--- config.mk ---
export PLATFORM = sky130hd
export DESIGN_NAME = mdb_arbiter
export DESIGN_NICKNAME = d
export VERILOG_FILES = /design/src/rtl/mdb_pkg.sv /design/src/rtl/mdb_rr_picker.sv /design/src/rtl/mdb_arbiter.sv
export SDC_FILE = /design/constraint.sdc
export NUM_CORES = 1
export LEC_CHECK = 0
export CAP_MARGIN = 30
export CELL_PAD_IN_SITES_DETAIL_PLACEMENT = 1
export CELL_PAD_IN_SITES_GLOBAL_PLACEMENT = 1
export CORE_MARGIN = 1.5
export CORE_UTILIZATION = 29
export DETAILED_ROUTE_END_ITERATION = 10
export PLACE_DENSITY_LB_ADDON = 0.1
export SETUP_SLACK_MARGIN = 0.02
export SYNTH_ARGS = -nofsm -noshare
export SYNTH_HDL_FRONTEND = slang
export SYNTH_SLANG_ARGS = --single-unit
--- constraint.sdc ---
create_clock -name Clock -period 3.7 [get_ports Clock]
set_clock_uncertainty 0.2 [all_clocks]
set_input_delay 0.37 -clock Clock [delete_from_list [all_inputs] [get_ports Clock]]
set_output_delay 0.37 -clock Clock [all_outputs]
set_load 0.01 [all_outputs]
--- src/rtl/mdb_pkg.sv ---
// Shared types and helpers for the multi-drop register bus arbiter.
package mdb_pkg;
  localparam int NREQ = 4;

  typedef enum logic {IDLE = 1'b0, DRIVE = 1'b1} state_t;

  localparam logic [1:0] DEST_A = 2'd0;
  localparam logic [1:0] DEST_B = 2'd1;
  localparam logic [1:0] DEST_C = 2'd2;
  localparam logic [1:0] DEST_D = 2'd3;

  // One-hot enable ordered {A,B,C,D}: A is the MSB.
  function automatic logic [3:0] dest_to_en(input logic [1:0] d);
    logic [3:0] en;
    case (d)
      DEST_A:  en = 4'b1000;
      DEST_B:  en = 4'b0100;
      DEST_C:  en = 4'b0010;
      default: en = 4'b0001;
    endcase
    return en;
  endfunction
endpackage

--- src/rtl/mdb_rr_picker.sv ---
// Combinational round-robin picker: first requester at or after last+1, wrapping.
module mdb_rr_picker
  import mdb_pkg::*;
(
  input  logic [NREQ-1:0] req,
  input  logic [1:0]      last,
  output logic            valid,
  output logic [1:0]      win
);
  logic [1:0] w_idx;

  always_comb begin
    valid = |req;
    win   = last;
    w_idx = last;
    // Walk from lowest priority to highest so the nearest requester overwrites.
    for (int k = NREQ; k >= 1; k--) begin
      w_idx = last + k[1:0];
      if (req[w_idx]) win = w_idx;
    end
  end
endmodule

--- src/rtl/mdb_arbiter.sv ---
// Round-robin arbiter/sequencer driving the shared databus and one destination enable.
// Optional bus locking is enabled with `define MDB_ARB_LOCK_EN.
module mdb_arbiter
  import mdb_pkg::*;
#(
  parameter int DW    = 16,
  parameter int CNT_W = 16
) (
  input  logic               Clock,
  input  logic               Reset,
  input  logic [NREQ-1:0]    req,
  input  logic [NREQ*DW-1:0] req_data,
  input  logic [2*NREQ-1:0]  req_dest,
`ifdef MDB_ARB_LOCK_EN
  input  logic [NREQ-1:0]    req_lock,
`endif
  output logic [NREQ-1:0]    gnt,
  output logic [DW-1:0]      databus,
  output logic               A_en,
  output logic               B_en,
  output logic               C_en,
  output logic               D_en,
  output logic               busy,
  output logic [CNT_W-1:0]   xfer_count
);
  state_t            r_state, w_state_nxt;
  logic [1:0]        r_last, w_last_nxt;
  logic [NREQ-1:0]   r_gnt, w_gnt_nxt;
  logic [DW-1:0]     r_bus, w_bus_nxt;
  logic [3:0]        r_en, w_en_nxt;
  logic              r_busy, w_busy_nxt;
  logic [CNT_W-1:0]  r_cnt, w_cnt_nxt;
  logic              w_rr_valid;
  logic [1:0]        w_rr_win, w_win;

  mdb_rr_picker u_picker (
    .req   (req),
    .last  (r_last),
    .valid (w_rr_valid),
    .win   (w_rr_win)
  );

`ifdef MDB_ARB_LOCK_EN
  logic       r_own_vld, w_own_vld_nxt;
  logic [1:0] r_own, w_own_nxt;
  logic       w_hold;
  assign w_hold = r_own_vld && req[r_own] && req_lock[r_own];
`endif

  always_comb begin
    w_state_nxt = r_state;
    w_last_nxt  = r_last;
    w_gnt_nxt   = '0;
    w_bus_nxt   = '0;
    w_en_nxt    = '0;
    w_busy_nxt  = 1'b0;
    w_cnt_nxt   = r_cnt;
    w_win       = w_rr_win;
`ifdef MDB_ARB_LOCK_EN
    w_own_vld_nxt = r_own_vld;
    w_own_nxt     = r_own;
`endif
    case (r_state)
      IDLE: begin
`ifdef MDB_ARB_LOCK_EN
        if (w_hold) w_win = r_own;
        else        w_own_vld_nxt = 1'b0;
`endif
        if (w_rr_valid) begin
          w_state_nxt      = DRIVE;
          w_last_nxt       = w_win;
          w_gnt_nxt[w_win] = 1'b1;
          w_bus_nxt        = req_data[int'(w_win)*DW +: DW];
          w_en_nxt         = dest_to_en(req_dest[int'(w_win)*2 +: 2]);
          w_busy_nxt       = 1'b1;
`ifdef MDB_ARB_LOCK_EN
          if (req_lock[w_win]) begin
            w_own_vld_nxt = 1'b1;
            w_own_nxt     = w_win;
          end
`endif
        end
      end
      DRIVE: begin
        w_state_nxt = IDLE;
        w_cnt_nxt   = r_cnt + 1'b1;
      end
      default: w_state_nxt = IDLE;
    endcase
  end

  always_ff @(posedge Clock) begin
    if (Reset) begin
      r_state <= IDLE;
      r_last  <= 2'd3;
      r_gnt   <= '0;
      r_bus   <= '0;
      r_en    <= '0;
      r_busy  <= 1'b0;
      r_cnt   <= '0;
`ifdef MDB_ARB_LOCK_EN
      r_own_vld <= 1'b0;
      r_own     <= 2'd0;
`endif
    end else begin
      r_state <= w_state_nxt;
      r_last  <= w_last_nxt;
      r_gnt   <= w_gnt_nxt;
      r_bus   <= w_bus_nxt;
      r_en    <= w_en_nxt;
      r_busy  <= w_busy_nxt;
      r_cnt   <= w_cnt_nxt;
`ifdef MDB_ARB_LOCK_EN
      r_own_vld <= w_own_vld_nxt;
      r_own     <= w_own_nxt;
`endif
    end
  end

  assign gnt        = r_gnt;
  assign databus    = r_bus;
  assign A_en       = r_en[3];
  assign B_en       = r_en[2];
  assign C_en       = r_en[1];
  assign D_en       = r_en[0];
  assign busy       = r_busy;
  assign xfer_count = r_cnt;
endmodule
==> results of run 1 <==
## worst paths after layout
kind | from | to | cells past startpoint
setup / recovery | req[1] | r_en[2]$_SDFF_PP0_ | 7
hold / removal | xfer_count[14]$_SDFFE_PP0P_ | xfer_count[14]$_SDFFE_PP0P_ | 2
setup reg to reg | r_last[0]$_SDFFE_PP1P_ | databus[3]$_SDFF_PP0_ | 5
hold reg to reg | xfer_count[14]$_SDFFE_PP0P_ | xfer_count[14]$_SDFFE_PP0P_ | 2
## cells by family (layout without fill, tap and decap cells)
kind of cell               after synthesis  count (layout)  synth area share, %
and+or+nand+nor                         76              76                 19.6
AOI/OAI and AO/OA                       74              74                 22.8
DFF                                     43              43                 39.7
buffers and inverters                   26             135                 5.94
muxes                                   17              17                 7.84
xor gates and xnor gates                 9               9                 3.63
adders and majority gates                1               1                0.577
## layer usage
| layer | part of all wire (%) | global-route usage [%] |
|---|---|---|
| met5 | 0 | 0 |
| met4 | 0.58 | 2.94 |
| met3 | 9.6 | 8.59 |
| met2 | 46 | 26.8 |
| met1 | 44 | 22.7 |
## flip-flops by register name, indices dropped and copies added (netlist names)
name and count:
r_en 4, r_state 1, databus 16, gnt 4, r_last 2, xfer_count 16
## power groups by stage
| stage | clock network [uW] | registers (uW) | logic, uW |
|---|---|---|---|
| after CTS | 309 | 521 | 361 |
| final | 299 | 521 | 354 |
| after global routing | 330 | 526 | 388 |
| after floorplan | 0 | 539 | 168 |
| after detailed placement | 0 | 532 | 359 |
| after global placement | 0 | 531 | 356 |
## cells in the final DEF, fill, tap and decap left out, types with 3 or more instances in the layout
cell type	count
dfxtp_1	43
nand4_1	7
nand2_1	11
xor2_1	6
o21ai_0	9
inv_1	5
nand2b_1	5
nor4_1	3
o22ai_1	16
o21bai_1	4
a22oi_1	16
clkdlybuf4s50_1	118
or3_1	8
and2_1	3
clkbuf_8	5
nand3_1	4
nor2_1	16
and4_1	3
buf_4	4
mux2i_1	17
a21oi_1	13
xnor2_1	3
## tightest hold or removal path, delay by kind of cell (launching register included)
| kind | cells | cell delay [ns] |
|---|---|---|
| DFF | 1 | 0.33 |
| AOI/OAI and AO/OA | 2 | 0.13 |
## metrics by stage
| step | total power [uW] | std cells | cell area [um2] | util [%] |
|---|---|---|---|---|
| final | 1170 | 454 | 3480 | 48.0 |
| after global routing | 1250 | 454 | 3480 | 48.0 |
| after CTS | 1190 | 454 | 3480 | 48.0 |
| after detailed placement | 892 | 446 | 3400 | 46.9 |
| after global placement | 887 | 446 | 3400 | 46.9 |
| after floorplan | 707 | 246 | 2170 | - |
## area by class of cell
type                            count  area (um2)
Tap cell                           99         124
Multi-Input combinational cell    177        1180
Inverter                            5        18.8
Timing Repair Buffer              122        1210
Clock inverter                      2        12.5
Clock buffer                        6        72.6
Fill cell                         832        3770
Sequential cell                    43         861
==> flow_summary.json, run 1 <==
{
  "path_max_fanout": 18,
  "path_cells": "clkdlybuf4s50_1 -> nor4_1 -> or3_1 -> or3_1 -> buf_4 -> or3_4 -> a21oi_1",
  "cts.sinks": 43,
  "hpwl_mm": 5.30,
  "critPathMostFrequentCell": "or3_1",
  "outcome": "finished clean",
  "start_kind": "input pin",
  "critPathBufInv": 2,
  "synth_common_cells": "dfxtp_1 (43), mux2i_1 (17), a22oi_1 (16), nor2_1 (16), o22ai_1 (16)",
  "yosys_warnings": 0,
  "fin_nets": 433,
  "synthArstFlopShare_pct": 0,
  "grt.overflow.total": 0,
  "grt_pass1_wl_mm": 10.8,
  "drive_above_1_share_pct": 5.92,
  "ys_ff_latch": 43,
  "die_y_um": 89.5,
  "rsz0062_at_grt": "false",
  "power.internal_uw": 835,
  "setup_ws_ns": 1.04,
  "clkLatencyLatePin_ns": 0.29,
  "pre_cts_ws_ns": 0.732,
  "synth_nets": 325,
  "power_frac_comb_pct": 30.2,
  "setup_viol": 0,
  "cp.required_ns": 3.73,
  "hold_class": "reg2reg",
  "drv_cap": 0,
  "clk_pin_slew_worst_paths_ns": 0.09,
  "drt-total-wl_mm": 6.88,
  "cts_buffers": 5,
  "die-area_mm2": 0.00801,
  "num_vias": 2279,
  "root_buffer": "clkbuf_8",
  "seq_area_frac_synth_pct": 39.7,
  "synth_top_area_share_pct": 39.7,
  "avgViaCountPerCell": 5.02,
  "ctsResizeCount": 0,
  "wl_per_cell_um": 15.1,
  "final-hold-violation-count": 0,
  "port_buffers": 118,
  "sw_frac_of_total_pct": 28.9,
  "critPathArrivalTime_ns": 2.69,
  "grt_use_total_pct": 17.5,
  "cts_hold_repair.buffers": 0,
  "worstMarginPinSlew_ns": 0.662,
  "gp_congestion": 0.757,
  "slew_headroom_pct": 55.8,
  "clockPowerShare_pct": 25.4,
  "post_cts_buffers": 0,
  "core.rowCount": 31,
  "io_pins": 119,
  "p_leak_uw": 0.00129,
  "vdd_drop_max_mv": 0.151,
  "first_pass_iters": 4,
  "slowest_stage": "clkdlybuf4s50_1",
  "syn_inst": 246,
  "critPathKind": "in2reg",
  "antenna_found_initial": 0,
  "path_delay_family": "simple AND/OR/NAND/NOR gates",
  "avgSynthCellArea_um2": 8.82,
  "endpoint_kind": "register",
  "clock_path_buffers": 2,
  "synth_edf_count": 0,
  "grt_pass1_vias": 2216,
  "yosysTopAreaCell": "dfxtp_1",
  "diodes": 0,
  "period_minus_slack_ns": 2.66,
  "fp.dieW_um": 89.5,
  "timing.reg2reg.setup_slack_ns": 1.20,
  "drt_iter0_drc": 38,
  "synth_cell_type_count": 49,
  "period_share_pct": 72.0,
  "postRouteAntennaNets": 0,
  "holdWs_ns": 0.313,
  "drv_slew": 0,
  "htree_levels": 2,
  "ys_top_cells_by_area": "dfxtp_1 (40%), mux2i_1 (7.8%), a22oi_1 (5.5%)",
  "setup_tns_ns": 0,
  "start_util_pct": 29.9,
  "cts_tree": "yes",
  "slowest_delay_ns": 0.74,
  "synth_top_flop_cell": "dfxtp_1",
  "power_density_mw_per_mm2": 337,
  "synth.most_common_cell": "dfxtp_1",
  "timing.fmax_mhz": 376,
  "syn_to_final_growth_pct": 60.6,
  "drc": 0,
  "switchingPower_uw": 339,
  "core_mm2": 0.00725,
  "power_frac_seq_pct": 44.4,
  "grt_max_degree": 21,
  "synth_area_mm2": 0.00217
}
Note: power is estimated with default switching activity, not from simulation.
==> run 2: changes to the inputs <==
CORE_UTILIZATION = 25   (was 29)
clock period = 2.2 ns   (was 3.7 ns; I/O delays follow)
==> run 2 against run 1 <==
Effect of this change:
- sequential power is 67% higher
- critical path depth is 1 lower
- die area is 15% higher
- wire length is 8.6% higher
- largest power group unchanged
- combinational power is 93% higher
- largest cell class unchanged
- total power is 79% higher
- worst hold slack worse by 0.042 ns
- first-iteration DRC count is 7.9% lower
- critical endpoint is now r_en[3]$_SDFF_PP0_
- cell count is 7.7% higher
- design area is 7.5% higher
==> flow_summary.json, run 2 (synthesis gave the netlist of run 1 again) <==
{
  "outcome": "finished clean",
  "drc": 0,
  "endpoint_kind": "register",
  "grt_pass1_vias": 2329,
  "power.internal_uw": 1470,
  "avgViaCountPerCell": 4.90,
  "sw_frac_of_total_pct": 30.0,
  "cp.required_ns": 2.23,
  "maxUsedRoutingLayer": "met4",
  "switchingPower_uw": 630,
  "p_leak_uw": 0.00145,
  "final-instance-count-excl-fill": 489,
  "post_cts_buffers": 0,
  "clk_pin_slew_worst_paths_ns": 0.10,
  "worstMarginPinSlew_ns": 0.453,
  "wl_met3_um": 616,
  "power_frac_seq_pct": 41.4,
  "critPathMostFrequentCell": "or3_4",
  "ctsResizeCount": 0,
  "core.rowCount": 33,
  "cts_buffers": 5,
  "drv_cap": 0,
  "syn_to_final_growth_pct": 72.7,
  "period_minus_slack_ns": 2.12,
  "drive_above_1_share_pct": 14.3,
  "drv_slew": 0,
  "timing.fmax_mhz": 472,
  "slowest_delay_ns": 0.53,
  "fin_nets": 462,
  "clkLatencyLatePin_ns": 0.30,
  "clockPowerShare_pct": 26.0,
  "start_util_pct": 26.1,
  "period_share_pct": 96.2,
  "power_uw": 2100,
  "setup_viol": 0,
  "core_mm2": 0.00830,
  "layout_common_cells": "clkdlybuf4s50_1 (117), dfxtp_1 (42), buf_4 (32)",
  "gp_congestion": 0.807,
  "setup_ws_ns": 0.0834,
  "dp.cells": 481,
  "met2WireLength_mm": 3.61,
  "nFillCells": 954,
  "diodes": 0,
  "hpwl_mm": 5.86,
  "antenna_found_initial": 0,
  "slowest_stage": "clkdlybuf4s50_1",
  "die-area_mm2": 0.00925,
  "first_pass_iters": 4,
  "final-hold-violation-count": 0,
  "path_max_fanout": 4,
  "cts.sinks": 43,
  "hold_class": "in2reg",
  "critPathKind": "in2reg",
  "path_cells": "clkdlybuf4s50_1 -> nor4_1 -> or3_1 -> or3_4 -> or3_4 -> a21oi_1",
  "die_y_um": 96.2,
  "clock_path_buffers": 2,
  "critPathBufInv": 1,
  "grt.overflow.total": 0,
  "cts_hold_repair.buffers": 0,
  "fp.dieW_um": 96.2,
  "drt-total-wl_mm": 7.47,
  "layout_commonest_cell": "clkdlybuf4s50_1",
  "vdd_drop_max_mv": 0.269,
  "critPathArrivalTime_ns": 2.15,
  "rsz0062_at_grt": "false",
  "grt_use_total_pct": 16.2,
  "wl_met1_mm": 3.18,
  "pre_cts_ws_ns": -0.254,
  "root_buffer": "clkbuf_8",
  "wl_per_cell_um": 15.3,
  "num_vias": 2397,
  "power_density_mw_per_mm2": 560,
  "drt_iter0_drc": 35,
  "port_buffers": 118,
  "power_frac_comb_pct": 32.6,
  "slew_headroom_pct": 69.5,
  "path_delay_family": "simple AND/OR/NAND/NOR gates",
  "io_pins": 119,
  "grt_pass1_wl_mm": 11.3,
  "cts_tree": "yes",
  "postRouteAntennaNets": 0,
  "start_kind": "input pin",
  "grt_max_degree": 20,
  "htree_levels": 2
}
[run 2: metal layers]
layer / up-vias / track usage, %
li1: 1182 / -
met1: 1129 / 18.5
met2: 79 / 28.2
met3: 7 / 6.40
met4: 0 / 4.04
met5: - / 0
[run 2: worst reg2reg max path: stages (launching register included)]
cell	delay [ns]
dfxtp_1	0.40
buf_4	0.17
a21bo_2	0.18
o221a_2	0.26
or2_1	0.24
buf_4	0.17
a22oi_1	0.16
o22ai_1	0.11
[run 2: power groups by stage]
stage               clock network, uW  logic [uW]  registers [uW]
floorplan                           0         283             906
global placement                    0         682             887
detailed placement                  0         687             886
CTS                               575         692             870
global route                      599         743             876
finish                            546         684             869
[run 2: path summary, 6_finish.rpt]
kind	slack (ns)	from	to	depth (start not counted)
setup reg to reg	0.19	r_last[1]$_SDFFE_PP1P_	databus[3]$_SDFF_PP0_	7
hold reg to reg	0.31	xfer_count[14]$_SDFFE_PP0P_	xfer_count[14]$_SDFFE_PP0P_	2
setup / recovery	0.08	req[2]	r_en[3]$_SDFF_PP0_	6
hold / removal	0.27	req[0]	gnt[2]$_SDFF_PP0_	5
[run 2: final cells by class]
cell class                 count  area, um2  area share [%]
tap                          105        131            3.51
sequential                    43        862            23.0
clock buffer                   5       68.8            1.84
clock inverter                 3       23.8           0.634
timing repair buffer         151       1440            38.5
inverter                       5       18.8           0.501
multi-input combinational    177       1200            32.0
[run 2: stage by stage]
stage / setup TNS, ns / util (%) / area [um2] / hold WS, ns
after detailed placement: -4.17 / 43.8 / 3640 / 0.302
after global routing: 0 / 45.2 / 3750 / 0.353
after floorplan: 0 / - / 2170 / 0.190
after global placement: -3.14 / 43.8 / 3640 / 0.286
final: 0 / 45.2 / 3750 / 0.271
after CTS: 0 / 44.9 / 3730 / 0.316
==> run 3: changes to the inputs <==
ABC_CLOCK_PERIOD_IN_PS = 2200   (was not set)
==> results of run 3 <==
The final DEF is identical to that of run 2; final timing and power are the same.
